<file path="src/rtl/id_exe_pkg.sv">
// rtl/id_exe_pkg.sv - control-bundle bit map and occupancy encoding for the ID->EXE register
package id_exe_pkg;

  localparam int CTRL_BUNDLE_W   = 12;

  localparam int CTRL_JUMP       = 0;
  localparam int CTRL_JR         = 1;
  localparam int CTRL_JAL        = 2;
  localparam int CTRL_BRANCH     = 3;
  localparam int CTRL_MEMTOREG   = 4;
  localparam int CTRL_MEMREAD    = 5;
  localparam int CTRL_MEMWRITE   = 6;
  localparam int CTRL_WEN        = 7;
  localparam int CTRL_ALUSRC     = 8;
  localparam int CTRL_OPCODE_LSB = 9;
  localparam int CTRL_OPCODE_MSB = 11;

  // Encodes how many of the two entries (MAIN, SKID) hold a live instruction.
  typedef enum logic [1:0] {
    ST_EMPTY = 2'd0,
    ST_ONE   = 2'd1,
    ST_TWO   = 2'd2
  } pipe_state_e;

endpackage

</file>
<file path="src/rtl/pipe_payload_slot.sv">
// rtl/pipe_payload_slot.sv - one pipeline entry: valid flag plus payload register
module pipe_payload_slot #(
  parameter int W = 8
) (
  input  logic         i_clk,
  input  logic         i_rst,
  input  logic         i_load,
  input  logic         i_clear,
  input  logic [W-1:0] i_d,
  output logic         o_valid,
  output logic [W-1:0] o_q
);

  logic         r_valid;
  logic [W-1:0] r_q;

  // Clear only drops the valid flag; the payload keeps its stale value.
  always_ff @(posedge i_clk) begin
    if (i_rst) begin
      r_valid <= 1'b0;
      r_q     <= '0;
    end else if (i_clear) begin
      r_valid <= 1'b0;
    end else if (i_load) begin
      r_valid <= 1'b1;
      r_q     <= i_d;
    end
  end

  assign o_valid = r_valid;
  assign o_q     = r_q;

endmodule

</file>
<file path="src/rtl/id_exe_pipe_reg.sv">
// rtl/id_exe_pipe_reg.sv - ID->EXE pipeline register with two-entry skid buffer, flush and bubble counter
module id_exe_pipe_reg
  import id_exe_pkg::*;
#(
  parameter int DATA_W = 32,
  parameter int ADDR_W = 5,
  parameter int PC_W   = 32,
  parameter int CTRL_W = id_exe_pkg::CTRL_BUNDLE_W,
  parameter int CNT_W  = 16
) (
  input  logic              i_clk,
  input  logic              i_rst,
  input  logic              i_flush,
  input  logic              i_in_valid,
  output logic              o_in_ready,
  input  logic [DATA_W-1:0] i_in_rdata1,
  input  logic [DATA_W-1:0] i_in_rdata2,
  input  logic [DATA_W-1:0] i_in_imm,
  input  logic [ADDR_W-1:0] i_in_waddr,
  input  logic [CTRL_W-1:0] i_in_ctrl,
  input  logic [PC_W-1:0]   i_in_pc,
  input  logic [PC_W-1:0]   i_in_conc,
  output logic              o_out_valid,
  input  logic              i_out_ready,
  output logic [DATA_W-1:0] o_out_rdata1,
  output logic [DATA_W-1:0] o_out_rdata2,
  output logic [DATA_W-1:0] o_out_imm,
  output logic [ADDR_W-1:0] o_out_waddr,
  output logic [CTRL_W-1:0] o_out_ctrl,
  output logic [PC_W-1:0]   o_out_pc,
  output logic [PC_W-1:0]   o_out_conc,
  output logic [CNT_W-1:0]  o_bubble_cnt
);

  localparam int PAY_W = 3 * DATA_W + ADDR_W + CTRL_W + 2 * PC_W;

  pipe_state_e      r_state;
  pipe_state_e      w_state_nxt;
  logic             r_in_ready;
  logic [CNT_W-1:0] r_bubble_cnt;

  logic             w_accept;
  logic             w_consume;
  logic             w_main_load;
  logic             w_main_clear;
  logic             w_skid_load;
  logic             w_skid_clear;
  logic             w_main_valid;
  logic             w_skid_valid;
  logic [PAY_W-1:0] w_in_pay;
  logic [PAY_W-1:0] w_main_d;
  logic [PAY_W-1:0] w_main_q;
  logic [PAY_W-1:0] w_skid_q;
  logic [CTRL_W-1:0] w_main_ctrl;

  assign w_in_pay = {i_in_rdata1, i_in_rdata2, i_in_imm, i_in_waddr,
                     i_in_ctrl, i_in_pc, i_in_conc};

  // Ready comes from a flop (mirrors "SKID empty") so it never depends on out_ready.
  assign o_in_ready = r_in_ready & ~i_rst;
  assign w_accept   = i_in_valid & o_in_ready;
  assign w_consume  = w_main_valid & i_out_ready;
  assign w_main_d   = (r_state == ST_TWO) ? w_skid_q : w_in_pay;

  always_comb begin
    w_state_nxt  = r_state;
    w_main_load  = 1'b0;
    w_main_clear = 1'b0;
    w_skid_load  = 1'b0;
    w_skid_clear = 1'b0;
    if (i_flush) begin
      w_state_nxt  = ST_EMPTY;
      w_main_clear = 1'b1;
      w_skid_clear = 1'b1;
    end else begin
      case (r_state)
        ST_EMPTY: begin
          if (w_accept) begin
            w_main_load = 1'b1;
            w_state_nxt = ST_ONE;
          end
        end
        ST_ONE: begin
          if (w_accept && w_consume) begin
            w_main_load = 1'b1;
          end else if (w_accept) begin
            w_skid_load = 1'b1;
            w_state_nxt = ST_TWO;
          end else if (w_consume) begin
            w_main_clear = 1'b1;
            w_state_nxt  = ST_EMPTY;
          end
        end
        ST_TWO: begin
          if (w_consume) begin
            w_main_load  = 1'b1;
            w_skid_clear = 1'b1;
            w_state_nxt  = ST_ONE;
          end
        end
        default: begin
          w_state_nxt  = ST_EMPTY;
          w_main_clear = 1'b1;
          w_skid_clear = 1'b1;
        end
      endcase
    end
  end

  always_ff @(posedge i_clk) begin
    if (i_rst) begin
      r_state    <= ST_EMPTY;
      r_in_ready <= 1'b1;
    end else begin
      r_state    <= w_state_nxt;
      r_in_ready <= (w_state_nxt != ST_TWO);
    end
  end

  always_ff @(posedge i_clk) begin
    if (i_rst) begin
      r_bubble_cnt <= '0;
    end else if (!w_main_valid && (r_bubble_cnt != {CNT_W{1'b1}})) begin
      r_bubble_cnt <= r_bubble_cnt + CNT_W'(1);
    end
  end

  pipe_payload_slot #(.W(PAY_W)) u_main (
    .i_clk   (i_clk),
    .i_rst   (i_rst),
    .i_load  (w_main_load),
    .i_clear (w_main_clear),
    .i_d     (w_main_d),
    .o_valid (w_main_valid),
    .o_q     (w_main_q)
  );

  pipe_payload_slot #(.W(PAY_W)) u_skid (
    .i_clk   (i_clk),
    .i_rst   (i_rst),
    .i_load  (w_skid_load),
    .i_clear (w_skid_clear),
    .i_d     (w_in_pay),
    .o_valid (w_skid_valid),
    .o_q     (w_skid_q)
  );

  assign {o_out_rdata1, o_out_rdata2, o_out_imm, o_out_waddr,
          w_main_ctrl, o_out_pc, o_out_conc} = w_main_q;

  // A bubble must never carry wen/memWrite/branch into EXE.
  assign o_out_ctrl   = w_main_ctrl & {CTRL_W{w_main_valid}};
  assign o_out_valid  = w_main_valid;
  assign o_bubble_cnt = r_bubble_cnt;

  logic w_unused;
  assign w_unused = w_skid_valid;

endmodule

</file>
<file path="config.mk">
export PLATFORM = sky130hd
export DESIGN_NAME = id_exe_pipe_reg
export DESIGN_NICKNAME = d
export VERILOG_FILES = /design/src/rtl/id_exe_pkg.sv /design/src/rtl/pipe_payload_slot.sv /design/src/rtl/id_exe_pipe_reg.sv
export SDC_FILE = /design/constraint.sdc
export NUM_CORES = 1
export LEC_CHECK = 0
export ABC_AREA = 0
export BUFFER_PORTS_ARGS = -buffer_cell sky130_fd_sc_hd__buf_4
export CAP_MARGIN = 40
export CORE_UTILIZATION = 54
export CTS_CLUSTER_SIZE = 24
export DETAILED_ROUTE_END_ITERATION = 12
export PLACE_DENSITY = 0.82
export SLEW_MARGIN = 20
export SYNTH_ARGS = -nofsm -noshare
export SYNTH_HDL_FRONTEND = slang
export SYNTH_SLANG_ARGS = --single-unit
</file>
<file path="constraint.sdc">
create_clock -name i_clk -period 2.5 [get_ports i_clk]
set_clock_uncertainty 0.15 [all_clocks]
set_input_delay 0.5 -clock i_clk [delete_from_list [all_inputs] [get_ports i_clk]]
set_output_delay 0.5 -clock i_clk [all_outputs]
set_load 0.005 [all_outputs]
</file>
==> impl_metrics.yaml, run 1 <==
outcome:
  outcome: "complete, no violations"
yosys:
  yosysUniqueCellTypes: 47
  combinational_family_with_the_most_area_after_synthesis: "compound AO/OA/AOI/OAI gates"
  yosys_warnings: 0
  synth_enable_flop_cells: 0
  yosys.area_share.xor_xnor: 0.002110
  post_synth_inst_count: 1886
  synthArstFlopShare: 0
  ys_seq_elements: 374
  yosys-mux-area-fraction: 0.1106
  syn_nets: 2069
  synth_compound_gate_area_share: 0.2107
  ys_seq_area_frac: 0.4508
  postSynthAreaPerCell_um2: 8.806
  synthTopCellsByArea: "sky130_fd_sc_hd__dfxtp_1, sky130_fd_sc_hd__a21oi_1, sky130_fd_sc_hd__mux2i_1"
  synth-simple-area-share: 0.1038
  synthAdderAreaFrac: 0.0007534
  synthDominantCellAreaShare: 0.4508
  synth-main-ff-cell: "sky130_fd_sc_hd__dfxtp_1"
  synth.cell_area_um2: 16610
  synth_top_area_cell: "sky130_fd_sc_hd__dfxtp_1"
cells_and_area:
  final_nets: 2185
  seq_area_um2: 7487
  num-fill-cells: 2390
  layout_common_cells: "sky130_fd_sc_hd__buf_4, sky130_fd_sc_hd__dfxtp_1, sky130_fd_sc_hd__a21oi_1"
  multiInputGateArea_um2: 7146
  insertedDiodeCount: 0
  area.growth.synth_to_final_pct: 18.68
  layout.cells.most_common: "sky130_fd_sc_hd__buf_4"
  post_route_cells_drive_above_1_share: 0.2432
sta:
  timing.final.max_slew_violations: 0
  worst_pin_slew_ps: 923.5
  hold-worst-slack_ps: 81.78
  report.final.hold_viol_count: 0
  setup_tns_ps: 0
  min_period_over_period: 0.8851
  final.min_clock_period_ps: 2213
  rsz0062_at_grt: "no"
  setup_viol_count_final: 0
  fmaxAchievable_mhz: 451.9
  timing.max_slew.rel_slack: 0.3844
placed_design:
  post-dp-hpwl_um: 27440
  portBuffers: 376
  place_congestion: 0.8216
clocking:
  cts.sink_count: 374
  postCtsHoldBufs: 0
  cts_resized: 0
  cts_clock_pin_slew_for_the_worst_setup_and_hold_paths_ps: 60
  cts-buffers-inserted: 40
  postCtsSetupBuffers: 0
  tritoncts: "yes"
  clock_tree.root_cell: "sky130_fd_sc_hd__clkbuf_16"
  clock_latency_ps: 520
  ctsHtreeMaxLevel: 2
  clk_path_buf_depth: 3
floorplanning:
  chipWidth_um: 177.4
  placement_rows: 63
  fp.dieArea_um2: 31460
  io_pins: 377
  effective_utilization_at_floorplan: 0.5544
  area_of_the_core_um2: 29950
  die-height_um: 177.4
power:
  cellLeakagePower_nw: 8.523
  powerDensity_nw_per_um2: 662.6
  ir_worst_vdd_uv: 581.4
worst_setup_path:
  critical_path_required_ps: 2790
  worstSetupEndpointType: "flip-flop"
  cp_arrival_ps: 2500
  worstPathBufferInverterCount: 1
  critical_path.slowest_cell: "sky130_fd_sc_hd__buf_12"
  critical_path_class: "reg2reg"
  critPathLaunchType: "flip-flop"
  crit_path_cell_trace: "and4bb_2 > nand3_4 > buf_12 > nand2_1 > a21oi_1"
  highest_net_fanout_along_the_worst_path: 177
  timing.critical_path.max_delay_family: "simple AND/OR/NAND/NOR gates"
  critPathMaxStageDelay_ps: 530
global_route:
  wire_length_of_the_first_global_routing_pass_um: 66600
  grt_use_total: 0.2592
  grt_pass1_vias: 13104
  grt_overflow: 0
  antenna_found_initial: 0
  grt_max_degree: 178
drt:
  wl_per_cell_um: 17.70
  first_pass_detailed_route_iteration_total: 5
  via_total_after_detailed_routing: 13885
  drc_errors: 0
  routed_wl_um: 42790
  ant_nets: 0
  dr.first_iter.drc_count: 1087
  viasPerCell: 5.745
run:
  cap_violations: 0
hold_path:
  holdCritPathClass: "in2reg"
-- where the power goes --
group,internal [mW],total [mW],leakage [nW],switching [mW]
logic,0.641,1.31,4.88,0.669
clock network,3.23,5.51,0.609,2.28
registers,6.14,6.24,3.03,0.108
-- final timing paths --
kind                            cells past startpoint              end  slack [ps]            from
worst min-delay path                                2       r_state[0]          80         i_flush
worst max-delay path                                5  u_skid.o_q[104]         290      r_state[1]
worst min register to register                      2   u_skid.o_q[96]         300  u_skid.o_q[96]
worst max register to register                      5  u_skid.o_q[104]         290      r_state[1]
-- layout make-up --
class	count	share of cell area
clock inverter	9	0.002476
timing repair buffer	420	0.1699
clock buffer	58	0.05935
multi-input combinational	1162	0.3625
tap	390	0.02476
sequential	374	0.3799
inverter	4	0.001143
-- cell usage after synthesis, drive strengths merged (5+ instances only) --
master,n
a21oi,362
a311oi,178
and2,13
buf,240
clkbuf,106
dfxtp,374
mux2i,179
nand2,360
nand4,5
nor2,9
nor2b,5
or4,5
-- flip-flops by register name (all words and copies together), names as in the netlist --
register        cells
r_in_ready          1
o_bubble_cnt       16
r_state             2
u_main.o_q        177
u_skid.o_q        177
u_main.o_valid      1
-- through the flow --
| step | area [µm²] | util | cells | setup WS, ps | power (mW) |
|---|---|---|---|---|---|
| final | 19710 | 0.6580 | 2417 | 287.2 | 13.06 |
| after global routing | 19710 | 0.6580 | 2417 | 233.4 | 13.55 |
| after CTS | 19710 | 0.6580 | 2417 | 357.4 | 13.15 |
| after detailed placement | 18490 | 0.6173 | 2350 | 194.9 | 7.667 |
| after global placement | 18490 | 0.6173 | 2350 | 305.5 | 7.626 |
| after floorplan | 16610 | - | 1886 | 599.3 | 7.150 |
-- layer usage --
layer	GRT usage	up-vias	wire length, µm
met5	0	-	0
met4	0.1303	0	2059
met3	0.05527	119	3195
met2	0.4206	514	19980
met1	0.3251	6465	17560
li1	-	6787	-
-- cells by family after synthesis --
logic type | after synthesis
adders and majority gates | 1
and+or+nand+nor | 417
buffers and inverters | 350
DFF | 374
AOI/OAI and AO/OA | 557
muxes | 183
xor gates and xnor gates | 4
No activity file was read; power rests on OpenSTA's default activity.
==> inputs of run 2 (changes only) <==
--- a/config.mk
+++ b/config.mk
@@ -8,7 +8,9 @@
 export ABC_AREA = 0
 export BUFFER_PORTS_ARGS = -buffer_cell sky130_fd_sc_hd__buf_4
 export CAP_MARGIN = 40
+export CORE_ASPECT_RATIO = 0.6
 export CORE_UTILIZATION = 54
+export CTS_CLUSTER_DIAMETER = 60
 export CTS_CLUSTER_SIZE = 24
 export DETAILED_ROUTE_END_ITERATION = 12
 export PLACE_DENSITY = 0.82
==> constraint.sdc (replaced) <==
create_clock -name i_clk -period 2.26 [get_ports i_clk]
set_clock_uncertainty 0.15 [all_clocks]
set_input_delay 0.452 -clock i_clk [delete_from_list [all_inputs] [get_ports i_clk]]
set_output_delay 0.452 -clock i_clk [all_outputs]
set_load 0.005 [all_outputs]
==> run 2 against run 1 <==
Net effect: clock power is 28% lower; combinational power up 20%; first-iteration DRC count is 7.8% higher; worst hold slack worse by 63 ps; sequential share of layout area down 0.52 points; worst setup slack worse by 130 ps; cell area up 1.4%; total power is 4.6% lower; non-clock buffer count grew 72; critical endpoint is now o_out_ctrl[1]; sequential cell count unchanged; register-to-register slack lost 110 ps; critical path depth is 2 lower.
==> impl_metrics.yaml, run 2 (synthesis gave the netlist of run 1 again) <==
clocking:
  cts.sink_count: 374
  clk_path_buf_depth: 3
  tritoncts: "yes"
  cts-buffers-inserted: 20
  cts_clock_pin_slew_for_the_worst_setup_and_hold_paths_ps: 90
  clock_tree.root_cell: "sky130_fd_sc_hd__clkbuf_16"
  ctsHtreeMaxLevel: 1
  clock_latency_ps: 530
worst_setup_path:
  critical_path.slowest_cell: "sky130_fd_sc_hd__dfxtp_2"
  critPathMaxStageDelay_ps: 440
  crit_path_cell_trace: "buf_4 > and2_1 > buf_4"
  critical_path_required_ps: 1660
  path_common_cell: "sky130_fd_sc_hd__buf_4"
  critical_path_class: "reg2out"
  setup.worst_path.start: "u_main.o_valid"
  worstPathBufferInverterCount: 2
  timing.critical_path.max_delay_family: "flip-flops"
  cp_arrival_ps: 1500
  timing.rr.start: "r_state[1]"
  worstSetupEndpointType: "output pin"
  critPathLaunchType: "flip-flop"
  highest_net_fanout_along_the_worst_path: 12
drt:
  dr.first_iter.drc_count: 1172
  drc_errors: 0
  routed_wl_um: 44590
  wl_per_cell_um: 18.08
  via_total_after_detailed_routing: 14315
  viasPerCell: 5.805
  first_pass_detailed_route_iteration_total: 5
  ant_nets: 0
outcome:
  outcome: "complete, no violations"
sta:
  setup_viol_count_final: 0
  report.final.hold_viol_count: 0
  setup_tns_ps: 0
  timing.final.max_slew_violations: 0
  timing.max_slew.rel_slack: 0.5331
  rsz0062_at_grt: "no"
  worst_pin_slew_ps: 700.3
  final.min_clock_period_ps: 2099
  min_period_over_period: 0.9288
  fmaxAchievable_mhz: 476.4
power:
  ir_worst_vdd_uv: 451.7
  powerDensity_nw_per_um2: 623.7
  cellLeakagePower_nw: 8.570
floorplanning:
  area_of_the_core_um2: 30100
  placement_rows: 49
  die-height_um: 137.8
  io_pins: 377
  effective_utilization_at_floorplan: 0.5517
  fp.dieArea_um2: 31480
  chipWidth_um: 228.4
global_route:
  antenna_found_initial: 0
  grt_use_total: 0.2599
  wire_length_of_the_first_global_routing_pass_um: 67270
  grt_overflow: 0
  grt_pass1_vias: 12639
  grt_max_degree: 138
placed_design:
  place_congestion: 0.8483
  numPlacedInstances: 2373
  portBuffers: 376
  post-dp-hpwl_um: 28210
cells_and_area:
  layout.cells.most_common: "sky130_fd_sc_hd__buf_4"
  layout_common_cells: "sky130_fd_sc_hd__buf_4, sky130_fd_sc_hd__dfxtp_1, sky130_fd_sc_hd__a21oi_1"
  post_route_cells_drive_above_1_share: 0.2274
  final_nets: 2237
  final_cells: 2466
  insertedDiodeCount: 0
  area.growth.synth_to_final_pct: 20.34
  final_core_utilization: 0.6639
run:
  cap_violations: 0
hold_path:
  min_from: "i_in_rdata2[8]"
  holdCritPathClass: "in2reg"
run 2: changes by cell type in the layout (fill, tap and decap cells not counted), moves of 7 or more:
cell	previous run	this run
sky130_fd_sc_hd__buf_12	15	27
sky130_fd_sc_hd__clkbuf_1	9	1
sky130_fd_sc_hd__clkbuf_8	8	0
sky130_fd_sc_hd__dlygate4sd3_1	0	65
sky130_fd_sc_hd__clkbuf_16	41	22
sky130_fd_sc_hd__buf_4	404	397
sky130_fd_sc_hd__clkinv_2	8	0
run 2: worst min-delay path: cells and delay by family:
kind                   cells  cell delay, ps
AO/OA/AOI/OAI              1              50
AND/OR/NAND/NOR            1              50
buffers and inverters      1             110
run 2: worst paths after layout:
check / endpoint / slack, ps / depth (start not counted)
worst max-delay path: o_out_ctrl[1] / 160 / 3
worst max register to register: u_main.o_q[99] / 180 / 5
worst min-delay path: u_skid.o_q[121] / 20 / 3
worst min register to register: u_skid.o_q[32] / 310 / 2
run 2: final cells by class:
type	count	area, µm²
Clock buffer	22	529.3
Clock inverter	4	66.31
Fill cell	2346	10120
Timing Repair Buffer	492	4223
Sequential cell	374	7488
Tap cell	408	510.5
Inverter	4	22.52
Multi-Input combinational cell	1162	7146
run 2: what timing repair did:
action / 4_1_cts / 5_1_grt
gates resized for setup: 0 / 2
buffers inserted: 0 / 1
endpoints found under the hold margin: 61 / 5
setup endpoints to repair: 0 / 51
hold buffers: 60 / 5
run 2: per-stage QoR:
step	instance area (µm²)	worst slack [ps]	hold slack (ps)	power (mW)
after detailed placement	18710	84.86	295.6	8.488
after global routing	19990	50.16	3.465	12.97
final	19990	161.0	18.92	12.46
after CTS	19910	0.8119	0.1310	12.52
after global placement	18710	146.3	290.3	8.443
after floorplan	16610	392.9	285.7	7.909
run 2: power by group:
group	internal, mW	switching, mW
sequential	6.78	0.124
clock	1.82	2.17
combinational	0.792	0.776
run 2: layer usage:
metal  routed length [µm]  part of all wire  vias to the layer above  GRT usage
met2                20820              0.47                      501     0.4119
li1                     -                 -                     6877          -
met1                19630              0.44                     6827     0.3549
met4                 1481             0.033                        0    0.09247
met3                 2651             0.059                      110    0.04967
met5                    0                 0                        -          0
==> inputs of run 3 (changes only) <==
--- a/config.mk
+++ b/config.mk
@@ -13,7 +13,7 @@
 export CTS_CLUSTER_DIAMETER = 60
 export CTS_CLUSTER_SIZE = 24
 export DETAILED_ROUTE_END_ITERATION = 12
-export PLACE_DENSITY = 0.82
+export PLACE_DENSITY_LB_ADDON = 0.2
 export SLEW_MARGIN = 20
 export SYNTH_ARGS = -nofsm -noshare
 export SYNTH_HDL_FRONTEND = slang
==> run 3 against run 2 <==
Net effect: count of clock-buffer cells in the layout is 2 lower; worst hold slack better by 6.0 ps; first-iteration DRC count is 2.6% lower; worst setup slack better by 17 ps; non-clock buffer count is 15 lower; total power is 3.0% lower; routed wire length is 2.1% lower; die area stayed put; sequential share of layout area is 0.50 points higher; critical path depth is 3 higher; maximum frequency is 0.79% higher; cell area is 1.3% lower; largest power group unchanged; highest routed layer unchanged.
==> impl_metrics.yaml, run 3 (synthesis gave the netlist of run 1 again) <==
worst_setup_path:
  cp_arrival_ps: 2280
  critical_path.slowest_cell: "sky130_fd_sc_hd__a21boi_1"
  timing.reg2reg.setup_slack_ps: 180
  endpoint_of_the_most_critical_register_to_register_path: "u_skid.o_q[53]"
  timing.rr.start: "r_state[0]"
  critPathMaxStageDelay_ps: 410
  ff2ff_path_depth: 6
  crit_path_cell_trace: "a21boi_1 > buf_4 > nand3_4 > buf_16 > nand2_1 > a21oi_1"
  critical_path_class: "reg2reg"
  highest_net_fanout_along_the_worst_path: 125
  setup.worst_path.start: "r_state[0]"
  critical_path_required_ps: 2460
  worstSetupEndpointType: "flip-flop"
  critPathLaunchType: "flip-flop"
sta:
  fmaxAchievable_mhz: 480.2
  setup_ws_ps: 177.5
  report.final.hold_viol_count: 0
  hold-worst-slack_ps: 24.90
  setup_tns_ps: 0
  timing.final.max_slew_violations: 0
  final.min_clock_period_ps: 2082
  min_period_over_period: 0.9215
  timing.max_slew.rel_slack: 0.3039
  worst_pin_slew_ps: 1044
  setup_viol_count_final: 0
  rsz0062_at_grt: "no"
power:
  powerDensity_nw_per_um2: 613.0
  power_mw: 12.09
  cellLeakagePower_nw: 8.434
  ir_worst_vdd_uv: 429.5
drt:
  via_total_after_detailed_routing: 13882
  dr.first_iter.drc_count: 1141
  routed_wl_um: 43670
  wl_per_cell_um: 17.85
  viasPerCell: 5.675
  drc_errors: 0
  ant_nets: 0
  first_pass_detailed_route_iteration_total: 5
clocking:
  clock_latency_ps: 520
  cts-buffers-inserted: 19
  cts_clock_pin_slew_for_the_worst_setup_and_hold_paths_ps: 100
  postCtsSetupBuffers: 0
  clock_tree.root_cell: "sky130_fd_sc_hd__clkbuf_16"
  ctsHtreeMaxLevel: 1
  clk_path_buf_depth: 3
  cts.sink_count: 374
  tritoncts: "yes"
placed_design:
  place_congestion: 0.8474
  post-dp-hpwl_um: 27460
  numPlacedInstances: 2361
  portBuffers: 376
  pre_cts_slack_ps: 80.95
global_route:
  grt_max_degree: 228
  grt_use_total: 0.2582
  grt_overflow: 0
  antenna_found_initial: 0
  grt_pass1_vias: 12393
  wire_length_of_the_first_global_routing_pass_um: 67120
cells_and_area:
  layout.cells.most_common: "sky130_fd_sc_hd__buf_4"
  area.growth.synth_to_final_pct: 18.75
  insertedDiodeCount: 0
  final_nets: 2221
  final_cells: 2446
  post_route_cells_drive_above_1_share: 0.2208
  num-fill-cells: 2483
  layout_common_cells: "sky130_fd_sc_hd__buf_4, sky130_fd_sc_hd__dfxtp_1, sky130_fd_sc_hd__a21oi_1"
floorplanning:
  area_of_the_core_um2: 30100
  effective_utilization_at_floorplan: 0.5517
  placement_rows: 49
  io_pins: 377
  fp.dieArea_um2: 31480
  chipWidth_um: 228.4
  die-height_um: 137.8
outcome:
  outcome: "complete, no violations"
run:
  cap_violations: 0
hold_path:
  min_from: "i_in_rdata2[25]"
  worst_hold_path.num_cells: 3
  end_of_the_worst_hold_path: "u_skid.o_q[138]"
  holdCritPathClass: "in2reg"
-- run 3: changes by cell type in the layout (fill, tap and decap cells not counted) --
cell | previous run | this run
sky130_fd_sc_hd__buf_12 | 27 | 23
sky130_fd_sc_hd__buf_16 | 0 | 1
sky130_fd_sc_hd__buf_4 | 397 | 388
sky130_fd_sc_hd__buf_6 | 1 | 0
sky130_fd_sc_hd__bufinv_16 | 1 | 0
sky130_fd_sc_hd__clkbuf_1 | 1 | 0
sky130_fd_sc_hd__clkbuf_16 | 22 | 19
sky130_fd_sc_hd__clkbuf_8 | 0 | 1
sky130_fd_sc_hd__clkinv_8 | 1 | 0
sky130_fd_sc_hd__dlygate4sd3_1 | 65 | 64
sky130_fd_sc_hd__inv_8 | 2 | 1
-- run 3: final cells by class --
type | count | area, µm² | share of cell area
Tap cell | 408 | 510.5 | 0.02589
Multi-Input combinational cell | 1162 | 7146 | 0.3623
Inverter | 4 | 22.52 | 0.001142
Timing Repair Buffer | 477 | 4056 | 0.2057
Clock inverter | 1 | 8.758 | 0.0004441
Sequential cell | 374 | 7488 | 0.3797
Clock buffer | 20 | 489.2 | 0.02481
-- run 3: timing repair --
item,CTS,global route
endpoints found under the setup margin,0,106
hold endpoints to repair,63,0
hold buffers,64,0
gates resized for setup,0,2
-- run 3: per-layer routing --
metal,vias to the layer above,part of all wire,global-route usage
met3,81,0.063,0.05774
met2,408,0.46,0.4074
met1,6564,0.45,0.3559
met4,0,0.027,0.07122
met5,-,0,0
li1,6829,-,-
-- run 3: worst max-delay path by stage --
| stage | end | slack, ps | cells past startpoint |
|---|---|---|---|
| 2_1_floorplan | o_bubble_cnt[3] | 390 | 5 |
| 3_3_place_gp | u_skid.o_q[164] | 140 | 7 |
| 3_5_place_dp | u_main.o_q[59] | 80 | 7 |
| 4_1_cts | o_out_ctrl[0] | 3 | 3 |
| 5_1_grt | o_bubble_cnt[15] | 80 | 4 |
| 6_report | u_skid.o_q[53] | 180 | 6 |
-- run 3: worst max-delay path, delay by kind of cell, from the launching register on --
kind | cells | cell delay (ps)
buffers and inverters | 2 | 480
DFF | 1 | 400
and+or+nand+nor | 2 | 250
AOI/OAI and AO/OA | 2 | 490
-- run 3: metrics by stage --
stage / utilization / cell area (µm²)
global route: 0.6551 / 19720
detailed placement: 0.6170 / 18570
global placement: 0.6170 / 18570
CTS: 0.6548 / 19710
finish: 0.6551 / 19720
floorplan: - / 16610
-- run 3: power breakdown --
part           total [mW]  switching (mW)  internal, mW
registers            6.90           0.117          6.78
logic                1.54           0.764         0.781
clock network        3.65            2.09          1.56
